**src/rtl/ham_count_32.sv**
```systemverilog
// ============================================================================
// Module   : ham_count_32
// Purpose  : ALU result conditioning stage. Registers pass-through results and
//            converts the XOR result of the Hamming select into a bit count,
//            delivered on a valid/ready handshake.
// Options  : HAM_FAST_EN - scan four bits per cycle instead of one.
// Revision : 1.0 - initial release
// ============================================================================
`default_nettype none

module ham_count_32 #(
    parameter int          WIDTH   = 32,
    parameter logic [3:0]  HAM_SEL = 4'b1111
) (
    input  logic             clk,
    input  logic             rst_n,
    input  logic             in_valid,
    output logic             in_ready,
    input  logic [WIDTH-1:0] in_data,
    input  logic [3:0]       in_sel,
    output logic             out_valid,
    input  logic             out_ready,
    output logic [WIDTH-1:0] out_data,
    output logic             out_ham,
    output logic             busy
);

`ifdef HAM_FAST_EN
    localparam int unsigned C_STEP = 4;
`else
    localparam int unsigned C_STEP = 1;
`endif
    localparam int unsigned C_CNT_W = 6;

    typedef enum logic [1:0] {
        IDLE  = 2'd0,
        COUNT = 2'd1,
        DONE  = 2'd2
    } state_t;

    state_t               state_q, state_d;
    logic [WIDTH-1:0]     sh_q, sh_d;
    logic [C_CNT_W-1:0]   cnt_q, cnt_d;
    logic [WIDTH-1:0]     out_data_q, out_data_d;
    logic                 out_ham_q, out_ham_d;

    logic [WIDTH-1:0]     w_sh_shift;
    logic [C_CNT_W-1:0]   w_cnt_sum;

    function automatic logic [C_CNT_W-1:0] step_pop(input logic [C_STEP-1:0] bits);
        logic [C_CNT_W-1:0] sum;
        sum = '0;
        for (int i = 0; i < int'(C_STEP); i++) begin
            sum = sum + C_CNT_W'(bits[i]);
        end
        return sum;
    endfunction

    assign w_sh_shift = sh_q >> C_STEP;
    assign w_cnt_sum  = cnt_q + step_pop(sh_q[C_STEP-1:0]);

    always_comb begin
        state_d    = state_q;
        sh_d       = sh_q;
        cnt_d      = cnt_q;
        out_data_d = out_data_q;
        out_ham_d  = out_ham_q;

        case (state_q)
            IDLE: begin
                if (in_valid) begin
                    if (in_sel != HAM_SEL) begin
                        out_data_d = in_data;
                        out_ham_d  = 1'b0;
                        state_d    = DONE;
                    end else if (in_data == '0) begin
                        out_data_d = '0;
                        out_ham_d  = 1'b1;
                        state_d    = DONE;
                    end else begin
                        sh_d      = in_data;
                        cnt_d     = '0;
                        out_ham_d = 1'b1;
                        state_d   = COUNT;
                    end
                end
            end
            COUNT: begin
                sh_d  = w_sh_shift;
                cnt_d = w_cnt_sum;
                // Stop as soon as no set bits remain above the scan point.
                if (w_sh_shift == '0) begin
                    out_data_d = WIDTH'(w_cnt_sum);
                    state_d    = DONE;
                end
            end
            DONE: begin
                if (out_ready) begin
                    state_d = IDLE;
                end
            end
            default: begin
                state_d = IDLE;
            end
        endcase
    end

    always_ff @(posedge clk or negedge rst_n) begin
        if (!rst_n) begin
            state_q    <= IDLE;
            sh_q       <= '0;
            cnt_q      <= '0;
            out_data_q <= '0;
            out_ham_q  <= 1'b0;
        end else begin
            state_q    <= state_d;
            sh_q       <= sh_d;
            cnt_q      <= cnt_d;
            out_data_q <= out_data_d;
            out_ham_q  <= out_ham_d;
        end
    end

    assign in_ready  = (state_q == IDLE);
    assign busy      = (state_q != IDLE);
    assign out_valid = (state_q == DONE);
    assign out_data  = out_data_q;
    assign out_ham   = out_ham_q;

endmodule

`default_nettype wire

```
**config.mk**
```make
export PLATFORM = sky130hd
export DESIGN_NAME = ham_count_32
export DESIGN_NICKNAME = d
export VERILOG_FILES = /design/src/rtl/ham_count_32.sv
export SDC_FILE = /design/constraint.sdc
export NUM_CORES = 1
export LEC_CHECK = 0
export ABC_AREA = 1
export BUFFER_PORTS_ARGS = -buffer_cell sky130_fd_sc_hd__buf_2
export CAP_MARGIN = 5
export CELL_PAD_IN_SITES_DETAIL_PLACEMENT = 1
export CELL_PAD_IN_SITES_GLOBAL_PLACEMENT = 2
export CORE_MARGIN = 5
export CORE_UTILIZATION = 30
export CTS_CLUSTER_DIAMETER = 150
export DETAILED_ROUTE_END_ITERATION = 6
export GPL_TIMING_DRIVEN = 0
export PLACE_DENSITY = 0.84
export SLEW_MARGIN = 20
export SYNTH_ARGS = -nofsm -noshare
export SYNTH_HDL_FRONTEND = slang
export SYNTH_SLANG_ARGS = --single-unit
```
**constraint.sdc**
```tcl
create_clock -name clk -period 4.5 [get_ports clk]
set_clock_uncertainty 0.1 [all_clocks]
set_input_delay 0.45 -clock clk [delete_from_list [all_inputs] [get_ports clk]]
set_output_delay 0.45 -clock clk [all_outputs]
set_load 0.03 [all_outputs]
```
=== Word level (Yosys, flattened, before mapping) ===
Cells that the tools add are included.

* Output and inout port bits: 36
* Flip-flop bits (word level): 73
* Logic and storage cells: 44
* Input port bits: 40

* Multiplexer cells: 20
* Equality and inequality tests: 9
* Reductions and logical operators: 9
* $add $sub $neg: 1

{| class="wikitable"
|+ Operator list
! operator !! number
|-
| 32-bit 2-to-1 mux || 7
|-
| 32-bit one-hot mux with 2 select lines || 2
|-
| 32-bit zero test || 2
|-
| 6-bit 2-to-1 mux || 3
|-
| 6-bit one-hot mux with 2 select lines || 1
|-
| 2-bit 2-to-1 mux || 5
|-
| 2-bit != test, second input constant || 4
|-
| 4-bit AND reduction || 2
|-
| 6-bit by 1-bit adder with 6-bit output || 1
|-
| 2-bit one-hot mux with 3 select lines || 1
|-
| 4-bit != test, second input constant || 1
|-
| 2-bit nonzero test || 2
|-
| 3-bit by 1-bit != test with 1-bit output, second input constant || 1
|-
| 3-bit AND reduction || 1
|-
| 2-bit by 1-bit == test with 1-bit output, second input constant || 1
|-
| 2-bit == test, second input constant || 1
|-
| 2-bit zero test || 1
|-
| 2-bit by 1-bit != test with 1-bit output, second input constant || 1
|-
| 2-bit AND reduction || 1
|-
| 1-bit 2-to-1 mux || 1
|}

=== Depth between registers and ports, before layout ===
* Word-level depth: 5
* Gate-level depth with buffers: 11
* Gate-level depth less buffers: 9

=== Worst setup path after synthesis ===
Ideal clock, no wire load.

* Kind: register -> register
* From: register state_q[0]
* To: register out_data_q[17], in the netlist out_data[17]
* Stages on the path, launching flop included: 9
* Setup slack: 2.754 ns
* Library setup time: 0.118 ns
* Buffers on the path: 2
* Data required time: 4.282 ns
* Clock period less this slack: 1.746 ns
* Data arrival time: 1.529 ns
* Cell sequence: dfrtp_1 nor2_4 inv_2 nor2_1 nor2_4 buf_6 buf_2 nand4_1 nand2_1

* Cells in the longest elaborated chain, start to end: 3
* Elaborated cells between the ends (all ways): 8
* Those cells by class: eq/ne: 4; mux: 1; reduce/logical: 3

{| class="wikitable"
|+ Ends and longest elaborated chain
! what !! RTL line !! source
|-
| from (decl) || 41 || <nowiki>state_t state_q, state_d;</nowiki>
|-
| from (signal assigned) || 116 || <nowiki>state_q <= state_d;</nowiki>
|-
| 2-bit zero test (*) || - ||
|-
| named net in_ready || 18 || <nowiki>output logic in_ready,</nowiki>
|-
| 3-bit by 1-bit != test with 1-bit output (no source line) (tied with other cells) || - ||
|-
| 4-bit AND reduction (no source line) || - ||
|-
| to (signal assigned) || 119 || <nowiki>out_data_q <= out_data_d;</nowiki>
|-
| to (decl) || 44 || <nowiki>logic [WIDTH-1:0] out_data_q, out_data_d;</nowiki>
|}

Mark *: on every way through the listed nets, which the timed path passes. The rest lies on a longest branch.
A chain may end at the register's enable or synchronous reset.

=== Worst setup path in the final report ===
* From: register sh_q[10]
* To: register out_data_q[13], in the netlist out_data[13]

* Cells in the longest elaborated chain, start to end: 3

{| class="wikitable"
|+ Ends and longest elaborated chain
! what !! RTL line !! source
|-
| from (decl) || 42 || <nowiki>logic [WIDTH-1:0] sh_q, sh_d;</nowiki>
|-
| from (signal assigned) || 111 || <nowiki>sh_q <= '0;</nowiki>
|-
| from (signal assigned) || 117 || <nowiki>sh_q <= sh_d;</nowiki>
|-
| 32-bit zero test || 92 || <nowiki>if (w_sh_shift == '0) begin</nowiki>
|-
| 2-bit != test (no source line) || - ||
|-
| 4-bit AND reduction (no source line) || - ||
|}

Every way passes these cells.

==> metrics.cfg <==
[timing]
min_period_ns=2.05
drv_slew=0
rsz0062_at_grt=false
worst_pin_slew_ns=0.522
hold_violations=0
fin_ws_ns=2.45
relSlewSlack=0.652
setup_viol=0
fin_setup_tns_ns=0
hold_ws_ns=0.255
post-route-period-util=0.456
max_freq_mhz=487

[yosys]
netlist_area_mm2=0.00396
ys_types=21
synth_seq_cells=73
netlist.area_leader.share=0.462
ys_seq_area_frac=0.462
syn-mean-instance-area_um2=7.20
syn_inst=549
ys.flop_type=dfrtp_1
synth_nets=591
ys_warn_count=0
synth_edf_count=0
synth-async-reset-ratio=1.00
yosysMostFrequentCell=nand2_1
synth_common_cells=252 x nand2_1, 73 x dfrtp_1, 66 x nand4_1
synth.top_cells.by_area=dfrtp_1 46%, nand2_1 24%, nand4_1 10%
yosysTopAreaCell=dfrtp_1

[worst_setup_path]
cp-start-kind=flip-flop
crit_path_end_kind=flip-flop
cp_max_fo=10
worstPathRequired_ns=4.62
crit_type=flip-flop to flip-flop
cp.arrival_ns=2.17

[clocking]
clock-root-buffer=clkbuf_16
htreeDepth=3
insertion_delay_ns=0.34
cts_setup_buffers=0
tritoncts.num_buffers=9
clock-sinks=73
tritoncts=done
clkSlewWorstSetupHoldPaths_ns=0.06
cts_max_path_buffers=2

[power_and_ir_drop]
peakVddDrop_mv=0.307
p_sw_frac=0.452
p_total_mw=3.39
seqPwrFrac=0.339
power_leakage_nw=2.64
p_per_area_mw_per_mm2=694
power_switching_mw=1.53
p_clk_frac=0.209
comb_power_share=0.451
p_int_mw=1.86

[drt]
avgViaCountPerCell=4.86
drt-met1-wl_um=6080
drt_iter0_markers=184
wl_met2_um=6350
ant_nets=0
drc=0
wl_met3_um=416
wirelength_um=13200
route.top_layer_used=met4
vias=3972
wire_per_inst_um=16.1
dr.pass1.iters=4

[floorplanning]
io_pins=76
start_util=0.302
die-width_um=125
die_h_um=125
num_rows=42
die-area_mm2=0.0156
core_area_mm2=0.0131

[placed_design]
hpwl_um=9930
pre_cts_ws_ns=2.22
port_buffers=75
gp_congestion=0.796

[layout]
n_antenna_cell=0
areaGrowthSynthToFinish_pct=23.5
drive_gt1_frac=0.199
nNetsFinal=679

[global_route]
grt_pass1_vias=4374
antenna_found_initial=0
grt_usage=0.175
grt_max_degree=45
gr-total-overflow=0
grt_pass1_wl_um=22000

[flow_run]
drv_cap=0

[status]
outcome=completed

[worst_hold_path]
min-delay-path-class=input pin to flip-flop

## area by class of cell
cell class	instances	area (um2)
fillers	1661	8200
multi-input cells	423	1860
flip-flops and latches	73	1830
repair buffers	77	415
clock buffers	14	284
well taps	176	220
plain buffers	37	211
inverters	16	60.1
clock inverters	2	10.0
## cell families (layout without fill, tap and decap cells)
kind of cell,count (synthesis),in the layout,synth area share
buffers and inverters,53,146,0.0687
AO/OA/AOI/OAI,21,21,0.0294
adder cells (fa/ha/maj),2,2,0.00633
flip-flops,73,73,0.462
AND/OR/NAND/NOR,400,400,0.434
## metrics by stage
step,instance area (um2),utilization,cells
finish,4880,0.373,818
global route,4880,0.373,818
CTS,4880,0.373,818
detailed placement,4580,0.350,801
global placement,4550,0.348,800
floorplan,3960,-,549
## placed cells by master, fill, tap and decap left out, types with 3 or more instances in the layout
master,n
clkbuf_8,4
buf_4,9
clkbuf_1,11
nand4_1,66
dfrtp_1,73
buf_6,3
nand2_1,252
o21ai_0,15
buf_2,90
inv_1,14
nand3_1,7
nor2_1,63
nor3_1,6
clkbuf_16,9
## metal layers
metal | vias up | GRT usage
met5 | - | 0
li1 | 1966 | -
met1 | 1909 | 0.218
met2 | 73 | 0.301
met4 | 0 | 0.0708
met3 | 24 | 0.0292
## power by group through the flow
stage                     logic, mW  clock network, mW  registers, mW
after floorplan               0.802                  0           1.40
after global placement         1.52                  0           1.15
after detailed placement       1.55                  0           1.16
after CTS                      1.56              0.728           1.15
after global routing           1.69              0.766           1.19
final                          1.53              0.710           1.15
## critical path, stage by stage (launching register included)
cell and delay [ns]:
dfrtp_1 0.40, nor2_1 0.12, nand2_1 0.08, nor2_1 0.16
nand2_1 0.09, o21ai_2 0.33, nand3_2 0.28, buf_4 0.25
nand2_1 0.06, nand2_1 0.05
## path summary, 6_finish.rpt
| kind | startpoint | end | slack [ns] | depth (start not counted) |
|---|---|---|---|---|
| worst min-delay path | in_valid | out_ham | 0.25 | 2 |
| min in group asynchronous | rst_n | cnt_q[1] | 0.52 | 2 |
| worst min register to register | out_data[31] | out_data[31] | 0.36 | 2 |
| max in group asynchronous | rst_n | out_data[18] | 3.21 | 3 |
| worst max register to register | sh_q[10] | out_data[13] | 2.45 | 9 |
| worst max-delay path | sh_q[10] | out_data[13] | 2.45 | 9 |
## repair_timing
item | in CTS | in global routing
endpoints found under the hold margin | 29 | 0
hold buffers | 1 | 0
resized for setup | 0 | 0
## state kept, by name (all words and copies together) (netlist names)
name / count
state_q: 2
sh_q: 32
cnt_q: 6
out_data: 32
out_ham: 1
No activity file was read; power rests on OpenSTA's default activity.
